**src/rtl/mc_control.sv**
```systemverilog
// mc_control: multicycle MIPS control FSM with run gating and debug state.
//   clk, rst (async, active-high), run (issue enable sampled in FETCH)
//   opcode, func (IR fields), zero (ALU zero flag, gates PCEn in BRANCH)
//   PCEn..ALUSel: Moore datapath strobes decoded from the current state
//   state (current encoding), illegal (sticky), retired (instruction count)
module mc_control #(
    parameter int CNT_W = 16
) (
    input  logic             clk,
    input  logic             rst,
    input  logic             run,
    input  logic [5:0]       opcode,
    input  logic [5:0]       func,
    input  logic             zero,
    output logic             PCEn,
    output logic             IorD,
    output logic             MemRead,
    output logic             MemWrite,
    output logic             MemtoReg,
    output logic             IRWrite,
    output logic             RegWrite,
    output logic             RegDst,
    output logic             ALUSrcA,
    output logic [1:0]       ALUSrcB,
    output logic [1:0]       PCSource,
    output logic [2:0]       ALUSel,
    output logic [3:0]       state,
    output logic             illegal,
    output logic [CNT_W-1:0] retired
);
    localparam logic [3:0] S_FETCH  = 4'd0;
    localparam logic [3:0] S_DECODE = 4'd1;
    localparam logic [3:0] S_MEMADR = 4'd2;
    localparam logic [3:0] S_MEMRD  = 4'd3;
    localparam logic [3:0] S_MEMWB  = 4'd4;
    localparam logic [3:0] S_MEMWR  = 4'd5;
    localparam logic [3:0] S_RTEX   = 4'd6;
    localparam logic [3:0] S_RTWB   = 4'd7;
    localparam logic [3:0] S_BRANCH = 4'd8;
    localparam logic [3:0] S_JUMP   = 4'd9;
    localparam logic [3:0] S_IEX    = 4'd10;
    localparam logic [3:0] S_IWB    = 4'd11;
    localparam logic [2:0] ALU_ADD = 3'b010;
    localparam logic [2:0] ALU_SUB = 3'b110;
    logic [3:0]       state_q, state_d;
    logic             illegal_q, illegal_d;
    logic [CNT_W-1:0] retired_q;
    logic [2:0]       rt_alu;
    logic             funct_ok;
    logic             retire;
    always_comb begin
        funct_ok = 1'b1;
        rt_alu   = ALU_ADD;
        case (func)
            6'h20:   rt_alu = ALU_ADD;
            6'h22:   rt_alu = ALU_SUB;
            6'h24:   rt_alu = 3'b000;
            6'h25:   rt_alu = 3'b001;
            6'h2A:   rt_alu = 3'b111;
            default: funct_ok = 1'b0;
        endcase
    end
    // Every terminal state falls back to FETCH, so it retires on its exit edge.
    assign retire = state_q inside {S_MEMWB, S_MEMWR, S_RTWB, S_IWB, S_BRANCH, S_JUMP};
    always_comb begin
        state_d   = S_FETCH;
        illegal_d = illegal_q;
        case (state_q)
            S_FETCH:  state_d = run ? S_DECODE : S_FETCH;
            S_DECODE: begin
                case (opcode)
                    6'h23, 6'h2B: state_d = S_MEMADR;
                    6'h00:        state_d = S_RTEX;
                    6'h04, 6'h05: state_d = S_BRANCH;
                    6'h02:        state_d = S_JUMP;
                    6'h08:        state_d = S_IEX;
                    default:      illegal_d = 1'b1;
                endcase
            end
            S_MEMADR: state_d = (opcode == 6'h2B) ? S_MEMWR : S_MEMRD;
            S_MEMRD:  state_d = S_MEMWB;
            S_RTEX: begin
                state_d   = funct_ok ? S_RTWB : S_FETCH;
                illegal_d = illegal_q | ~funct_ok;
            end
            S_IEX:    state_d = S_IWB;
            default:  state_d = S_FETCH;
        endcase
    end
    always_ff @(posedge clk or posedge rst) begin
        if (rst) begin
            state_q   <= S_FETCH;
            illegal_q <= 1'b0;
            retired_q <= '0;
        end else begin
            state_q   <= state_d;
            illegal_q <= illegal_d;
            retired_q <= retired_q + {{(CNT_W-1){1'b0}}, retire};
        end
    end
    // Strobes are gated by rst so an aborted instruction cannot write anything.
    always_comb begin
        PCEn = 1'b0; IorD = 1'b0; MemRead = 1'b0; MemWrite = 1'b0;
        MemtoReg = 1'b0; IRWrite = 1'b0; RegWrite = 1'b0; RegDst = 1'b0;
        ALUSrcA = 1'b0; ALUSrcB = 2'd0; PCSource = 2'd0; ALUSel = 3'b000;
        if (!rst) begin
            case (state_q)
                S_FETCH: if (run) begin
                    MemRead = 1'b1; IRWrite = 1'b1; ALUSrcB = 2'd1;
                    ALUSel = ALU_ADD; PCEn = 1'b1;
                end
                S_DECODE: begin ALUSrcB = 2'd2; ALUSel = ALU_ADD; end
                S_MEMADR, S_IEX: begin ALUSrcA = 1'b1; ALUSrcB = 2'd2; ALUSel = ALU_ADD; end
                S_MEMRD: begin IorD = 1'b1; MemRead = 1'b1; end
                S_MEMWB: begin RegWrite = 1'b1; MemtoReg = 1'b1; end
                S_MEMWR: begin IorD = 1'b1; MemWrite = 1'b1; end
                S_RTEX:  begin ALUSrcA = 1'b1; ALUSel = rt_alu; end
                S_RTWB:  begin RegWrite = 1'b1; RegDst = 1'b1; end
                S_BRANCH: begin
                    ALUSrcA = 1'b1; ALUSel = ALU_SUB; PCSource = 2'd1;
                    PCEn = (opcode == 6'h05) ? ~zero : zero;
                end
                S_JUMP:  begin PCSource = 2'd2; PCEn = 1'b1; end
                S_IWB:   RegWrite = 1'b1;
                default: ;
            endcase
        end
    end
    assign state   = state_q;
    assign illegal = illegal_q;
    assign retired = retired_q;
endmodule

```
**config.mk**
```make
export PLATFORM = sky130hd
export DESIGN_NAME = mc_control
export DESIGN_NICKNAME = d
export VERILOG_FILES = /design/src/rtl/mc_control.sv
export SDC_FILE = /design/constraint.sdc
export NUM_CORES = 1
export LEC_CHECK = 0
export CAP_MARGIN = 10
export CORE_UTILIZATION = 43
export DETAILED_ROUTE_END_ITERATION = 12
export GPL_ROUTABILITY_DRIVEN = 0
export PLACE_DENSITY_LB_ADDON = 0.15
export SETUP_SLACK_MARGIN = 0.05
export SLEW_MARGIN = 25
export SYNTH_ARGS = -nofsm -noshare
export SYNTH_HDL_FRONTEND = slang
export SYNTH_SLANG_ARGS = --single-unit
```
**constraint.sdc**
```tcl
create_clock -name clk -period 2.59 [get_ports clk]
set_input_delay 0.259 -clock clk [delete_from_list [all_inputs] [get_ports clk]]
set_output_delay 0.259 -clock clk [all_outputs]
set_load 0.05 [all_outputs]
```
Word-level counts from Yosys, hierarchy flattened. Cells that the tools add are included.

Flip-flop bits (word level): 21. Output and inout port bits: 37.

Mux-type cells: 37. Bitwise gates (word level): 3. Equal/unequal tests: 23. Reduce and logical (&&, ||, !) cells: 13. Add/subtract/negate cells: 1.

Operator list (count): equality test 6 bit, second input constant (7); one-hot mux 3 bit (4 select lines) (2); one-hot mux 4 bit (6 select lines) (1); two-way mux 1 bit (22); one-hot mux 4 bit (5 select lines) (1); adder 16 x 1 -> 16 bit (1); equality test 4 x 3 -> 1 bit, second input constant (4); equality test 4 bit, second input constant (4); equality test 6 x 3 -> 1 bit, second input constant (2); two-way mux 3 bit (3); equality test 4 x 2 -> 1 bit, second input constant (2); one-hot mux 2 bit (2 select lines) (2); OR reduction 7 bit (1); equality test 6 x 2 -> 1 bit, second input constant (1); equality test 6 x 4 -> 1 bit, second input constant (1); logical NOT 6 bit (1); two-way mux 2 bit (3); nonzero test 6 bit (1); OR reduction 2 bit (3); OR reduction 3 bit (2); OR reduction 5 bit (1); equality test 4 x 1 -> 1 bit, second input constant (1); logical NOT 4 bit (1); one-hot mux 1 bit (2 select lines) (2); other kinds (7) (8).

Longest topological paths before layout.
Word-level depth: 6. Depth in mapped cells: 9. Depth with buffers taken out: 8.

Worst setup path after synthesis. OpenSTA, ideal clock, no wires.

Kind: reg-to-output. From: register state_q[3] (netlist: state[3]). To: output port ALUSrcA. Cell stages (with the launch flop): 5. Buffers on the path: 2. Setup slack: -1293 ps. Arrival: 3624 ps. Path through: dfrtp_1 > buf_2 > clkbuf_1 > nor2_1 > a2111oi_0.

Word-level cells in the longest chain between the ends: 4. Elaborated cells between the ends (all ways): 7. Those cells by class: eq/ne: 4; mux: 2; reduce/logical: 1.

Ends and longest elaborated chain: from (decl) (line 45) `logic [3:0] state_q, state_d;`; from (signal assigned) (line 96) `state_q <= state_d;`; equality test 4 bit, or another cell as far along (line 107) `case (state_q)`; OR reduction 4 bit (no line) *; two-way mux 1 bit * (line 107); two-way mux 1 bit * (line 106) `if (!rst) begin`; to (decl) (line 23) `output logic ALUSrcA,`.

Every way passes the cells marked *; elsewhere a longest branch is shown, timed or not.

Worst setup path in the final report.
From: register state_q[2] (netlist: state[2]). To: output port MemtoReg.

Word-level cells in the longest chain between the ends: 3.

Ends and longest elaborated chain: equality test 4 x 3 -> 1 bit (line 107); two-way mux 1 bit (line 107); two-way mux 1 bit (line 106); to (decl) (line 19) `output logic MemtoReg,`.

Every way passes these cells.

==> impl_summary.log <==
[metrics] number of rows in the core area: 19
[metrics] HPWL Detailed: 2.64 mm
[metrics] Initial Util: 46.3%
[metrics] Die Area: 3240 µm²
[metrics] drt wl/cell: 14.9 µm
[metrics] type of origin of the critical path: flop
[metrics] Netlist Area Pre-Place: 1300 µm²
[metrics] Tcrit/Tclk final: 89.2%
[metrics] core region area: 2810 µm²
[metrics] classification of the worst setup path: flop to output pin
[metrics] Worst-Skew Late Latency: 0.31 ns
[metrics] register share of total power: 41.8%
[metrics] number of DRC markers in iteration 0: 63
[metrics] Leakage: 0.863 nW
[metrics] final number of setup-violating endpoints: 0
[metrics] post-synthesis simple-gate area fraction: 27.1%
[metrics] clock network power share: 17.0%
[metrics] maximum vdd drop: 0.452 mV
[metrics] fraction of the mapped netlist area in adder cells: 1.93%
[metrics] Final Max Tran Viols: 0
[metrics] number of cells upsized or downsized after cts: 0
[metrics] largest buffer count on any clock path: 2
[metrics] Mapped Cells: 144
[metrics] detailed-route wire length: 3.42 mm
[metrics] Tightest Hold Check Type: flop to flop
[metrics] clock tree from TritonCTS: built
[metrics] Mapped Nets: 162
[metrics] Req. time, crit path: 2.33 ns
[metrics] NumNets Final: 218
[metrics] Critical R2R Capture: retired[14]
[metrics] number of global-route vias before repair: 1198
[metrics] first-pass GRT wire length: 5.64 mm
[metrics] PD cells: 479 nW/µm²
[metrics] maximum capacitance violations: 0
[metrics] initial antenna violation count: 0
[metrics] min Tclk post-route: 2.31 ns
[metrics] buffer type at the clock tree root: sky130_fd_sc_hd__clkbuf_4
[metrics] multiplexer share of the synthesized area: 0.771%
[metrics] chip width: 57.0 µm
[metrics] worst min-delay path startpoint: retired[15]
[metrics] share of post-route cells with drive strength above 1: 17.6%
[metrics] largest net degree at the start of global routing: 22
[metrics] final standard cell count with taps included and fillers excluded: 230
[metrics] status: finished, violations left
[metrics] pre-CTS worst setup slack: 0.377 ns
[metrics] share of flip-flops with an asynchronous set or reset after synthesis: 100%
[metrics] number of buffers created by CTS: 3
[metrics] net switching component of the power: 0.392 mW
[metrics] switching fraction of total power: 41.2%
[metrics] XOR/XNOR share of the synthesized area: 12.1%
[metrics] Worst Path Max Fanout: 14
[metrics] Internal Power: 0.559 mW
[metrics] cells on worst reg2reg path: 8
[metrics] proportion of synthesized chip area in sequential cells: 40.5%
[metrics] number of clock sinks: 21
[metrics] register-to-register setup slack: 0.42 ns
[metrics] end point of the worst hold path: retired[15]
[metrics] measured slew at the worst slew-check pin: 0.513 ns
[metrics] number of instances in the placed design: 226
[metrics] Fmax achieved: 433 MHz
[metrics] overall routing resource usage: 22.0%
[metrics] H-Tree Level Count: 1
[metrics] number of synthesized register bits: 21
[metrics] clock slew at reported path FFs: 0.12 ns
[metrics] top flip-flop cell by instance count after synthesis: sky130_fd_sc_hd__dfrtp_1
[metrics] main combinational cell family by area after synthesis: simple AND/OR/NAND/NOR gates
[metrics] final antenna diode count: 0
[metrics] Final Worst Setup Slack: 0.280 ns
[metrics] IO buf count: 52
[metrics] Filler Cell Count: 214
[metrics] post-CTS setup repair buffer count: 0
[metrics] Die Y-Extent: 57.0 µm
[metrics] worst-case headroom to the max-slew limit: 65.7%
[metrics] failing checks: DRC
[metrics] Post-synth EDFFs: 0
[metrics] count of boundary I/O pins: 53
[metrics] number of warning messages in the yosys log: 0
[metrics] setup repair after global routing missed its margin: no
[metrics] Avg Inst Size Synth: 9.02 µm²
[metrics] Synth Area in Compound Gates: 13.5%
[metrics] number of hold-repair buffers added at the cts stage: 0
[metrics] arrival time of data at the critical path endpoint: 2.05 ns
[metrics] total gr overflow: 0
[metrics] DRC violations left: 10
[metrics] kind of capture point of the worst setup path: output pin
[metrics] most common cell after layout, fill and taps aside: sky130_fd_sc_hd__clkdlybuf4s50_1
[metrics] number of search-and-repair iterations in the first detailed-routing pass: 8
[metrics] Clock Skew: 0.0102 ns
[metrics] Power Total: 0.951 mW
[metrics] worst hold slack: 0.490 ns
[metrics] number of distinct library cells after synthesis: 41
[metrics] area added between synthesis and finish: 52.9%
[metrics] antenna violation net count after detailed routing: 0
[metrics] combinational power share: 41.2%
[metrics] commonest cells after routing, fill and taps aside: 36 x sky130_fd_sc_hd__clkdlybuf4s50_1, 21 x sky130_fd_sc_hd__dfrtp_1, 16 x sky130_fd_sc_hd__nor2_1
[metrics] Min-Delay Path Depth: 1
[metrics] Vias: 1329
[metrics] vias per cell: 5.78
[metrics] Hold Violations, Final: 0
[metrics] startpoint of the worst register-to-register path: state[0]
==> power groups by stage <==
| stage | logic, mW | clock network, mW | registers (mW) |
|---|---|---|---|
| 3_5_place_dp | 0.390 | 0 | 0.404 |
| 3_3_place_gp | 0.387 | 0 | 0.402 |
| 4_1_cts | 0.392 | 0.169 | 0.398 |
| 6_report | 0.392 | 0.161 | 0.397 |
| 2_1_floorplan | 0.135 | 0 | 0.507 |
| 5_1_grt | 0.412 | 0.182 | 0.404 |
==> worst max path at each step <==
stage | cells after the start | from | slack (ns) | to
after floorplan | 5 | state[0] | -0.16 | PCEn
final | 5 | state[2] | 0.28 | MemtoReg
after detailed placement | 4 | run | 0.38 | IRWrite
after CTS | 4 | state[0] | 0.09 | IRWrite
after global routing | 5 | state[2] | 0.18 | MemtoReg
after global placement | 6 | opcode[1] | 0.44 | PCEn
==> state kept, by name, indices dropped and copies added (netlist names) <==
register,flops
state,4
illegal,1
retired,16
==> cells in the mapped netlist, types with 2 or more instances <==
cell type / number / share of area [%]
sky130_fd_sc_hd__nor3b_1: 3 / 1.7
sky130_fd_sc_hd__and4_1: 2 / 1.3
sky130_fd_sc_hd__clkbuf_1: 3 / 0.87
sky130_fd_sc_hd__xor2_1: 8 / 5.4
sky130_fd_sc_hd__a22oi_1: 2 / 1.2
sky130_fd_sc_hd__nor3_1: 4 / 1.5
sky130_fd_sc_hd__a21oi_1: 2 / 0.77
sky130_fd_sc_hd__ha_1: 2 / 1.9
sky130_fd_sc_hd__a2111oi_0: 2 / 1.3
sky130_fd_sc_hd__nand3_1: 13 / 5.0
sky130_fd_sc_hd__xnor2_1: 10 / 6.7
sky130_fd_sc_hd__o21ai_0: 4 / 1.5
sky130_fd_sc_hd__nor2_1: 16 / 4.6
sky130_fd_sc_hd__nand2_1: 10 / 2.9
sky130_fd_sc_hd__nor4_1: 7 / 3.4
sky130_fd_sc_hd__inv_1: 6 / 1.7
sky130_fd_sc_hd__buf_2: 4 / 1.5
sky130_fd_sc_hd__and3_1: 2 / 0.96
sky130_fd_sc_hd__dfrtp_1: 21 / 40
sky130_fd_sc_hd__nor2b_1: 2 / 0.96
==> cell type report <==
cell class | instances | area, µm² | share of cell area (%)
Clock buffer | 3 | 22.5 | 1.13
Clock inverter | 1 | 7.51 | 0.378
Inverter | 6 | 22.5 | 1.13
Multi-Input combinational cell | 110 | 751 | 37.8
Sequential cell | 21 | 526 | 26.5
Tap cell | 31 | 38.8 | 1.95
Timing Repair Buffer | 58 | 618 | 31.1
==> per-layer routing <==
layer / vias up / routed length, µm / global-route usage (%)
met5: - / 0 / 0
met4: 0 / 17 / 3.14
met3: 3 / 268 / 4.99
met2: 69 / 1590 / 35.3
met1: 625 / 1540 / 31.2
li1: 632 / - / -
==> cell families after synthesis <==
group / after synthesis
AOI/OAI and AO/OA: 23
xor gates and xnor gates: 18
adders and majority gates: 2
buffers and inverters: 13
and+or+nand+nor: 66
muxes: 1
DFF: 21
==> critical path, cell delays in order (launching register included) <==
cell and delay [ns]:
sky130_fd_sc_hd__dfrtp_1 0.43, sky130_fd_sc_hd__buf_4 0.25, sky130_fd_sc_hd__nor2b_1 0.39, sky130_fd_sc_hd__nand2_1 0.17
sky130_fd_sc_hd__nor3_1 0.31, sky130_fd_sc_hd__buf_12 0.19
==> metrics by stage <==
| step | instance area (µm²) | setup TNS, ns | util, % |
|---|---|---|---|
| floorplan | 1330 | -0.198 | - |
| global placement | 1950 | 0 | 69.6 |
| detailed placement | 1950 | 0 | 69.6 |
| CTS | 1980 | 0 | 70.7 |
| global route | 1990 | 0 | 70.8 |
| finish | 1990 | 0 | 70.8 |
Note: power is estimated with default switching activity, not from simulation.
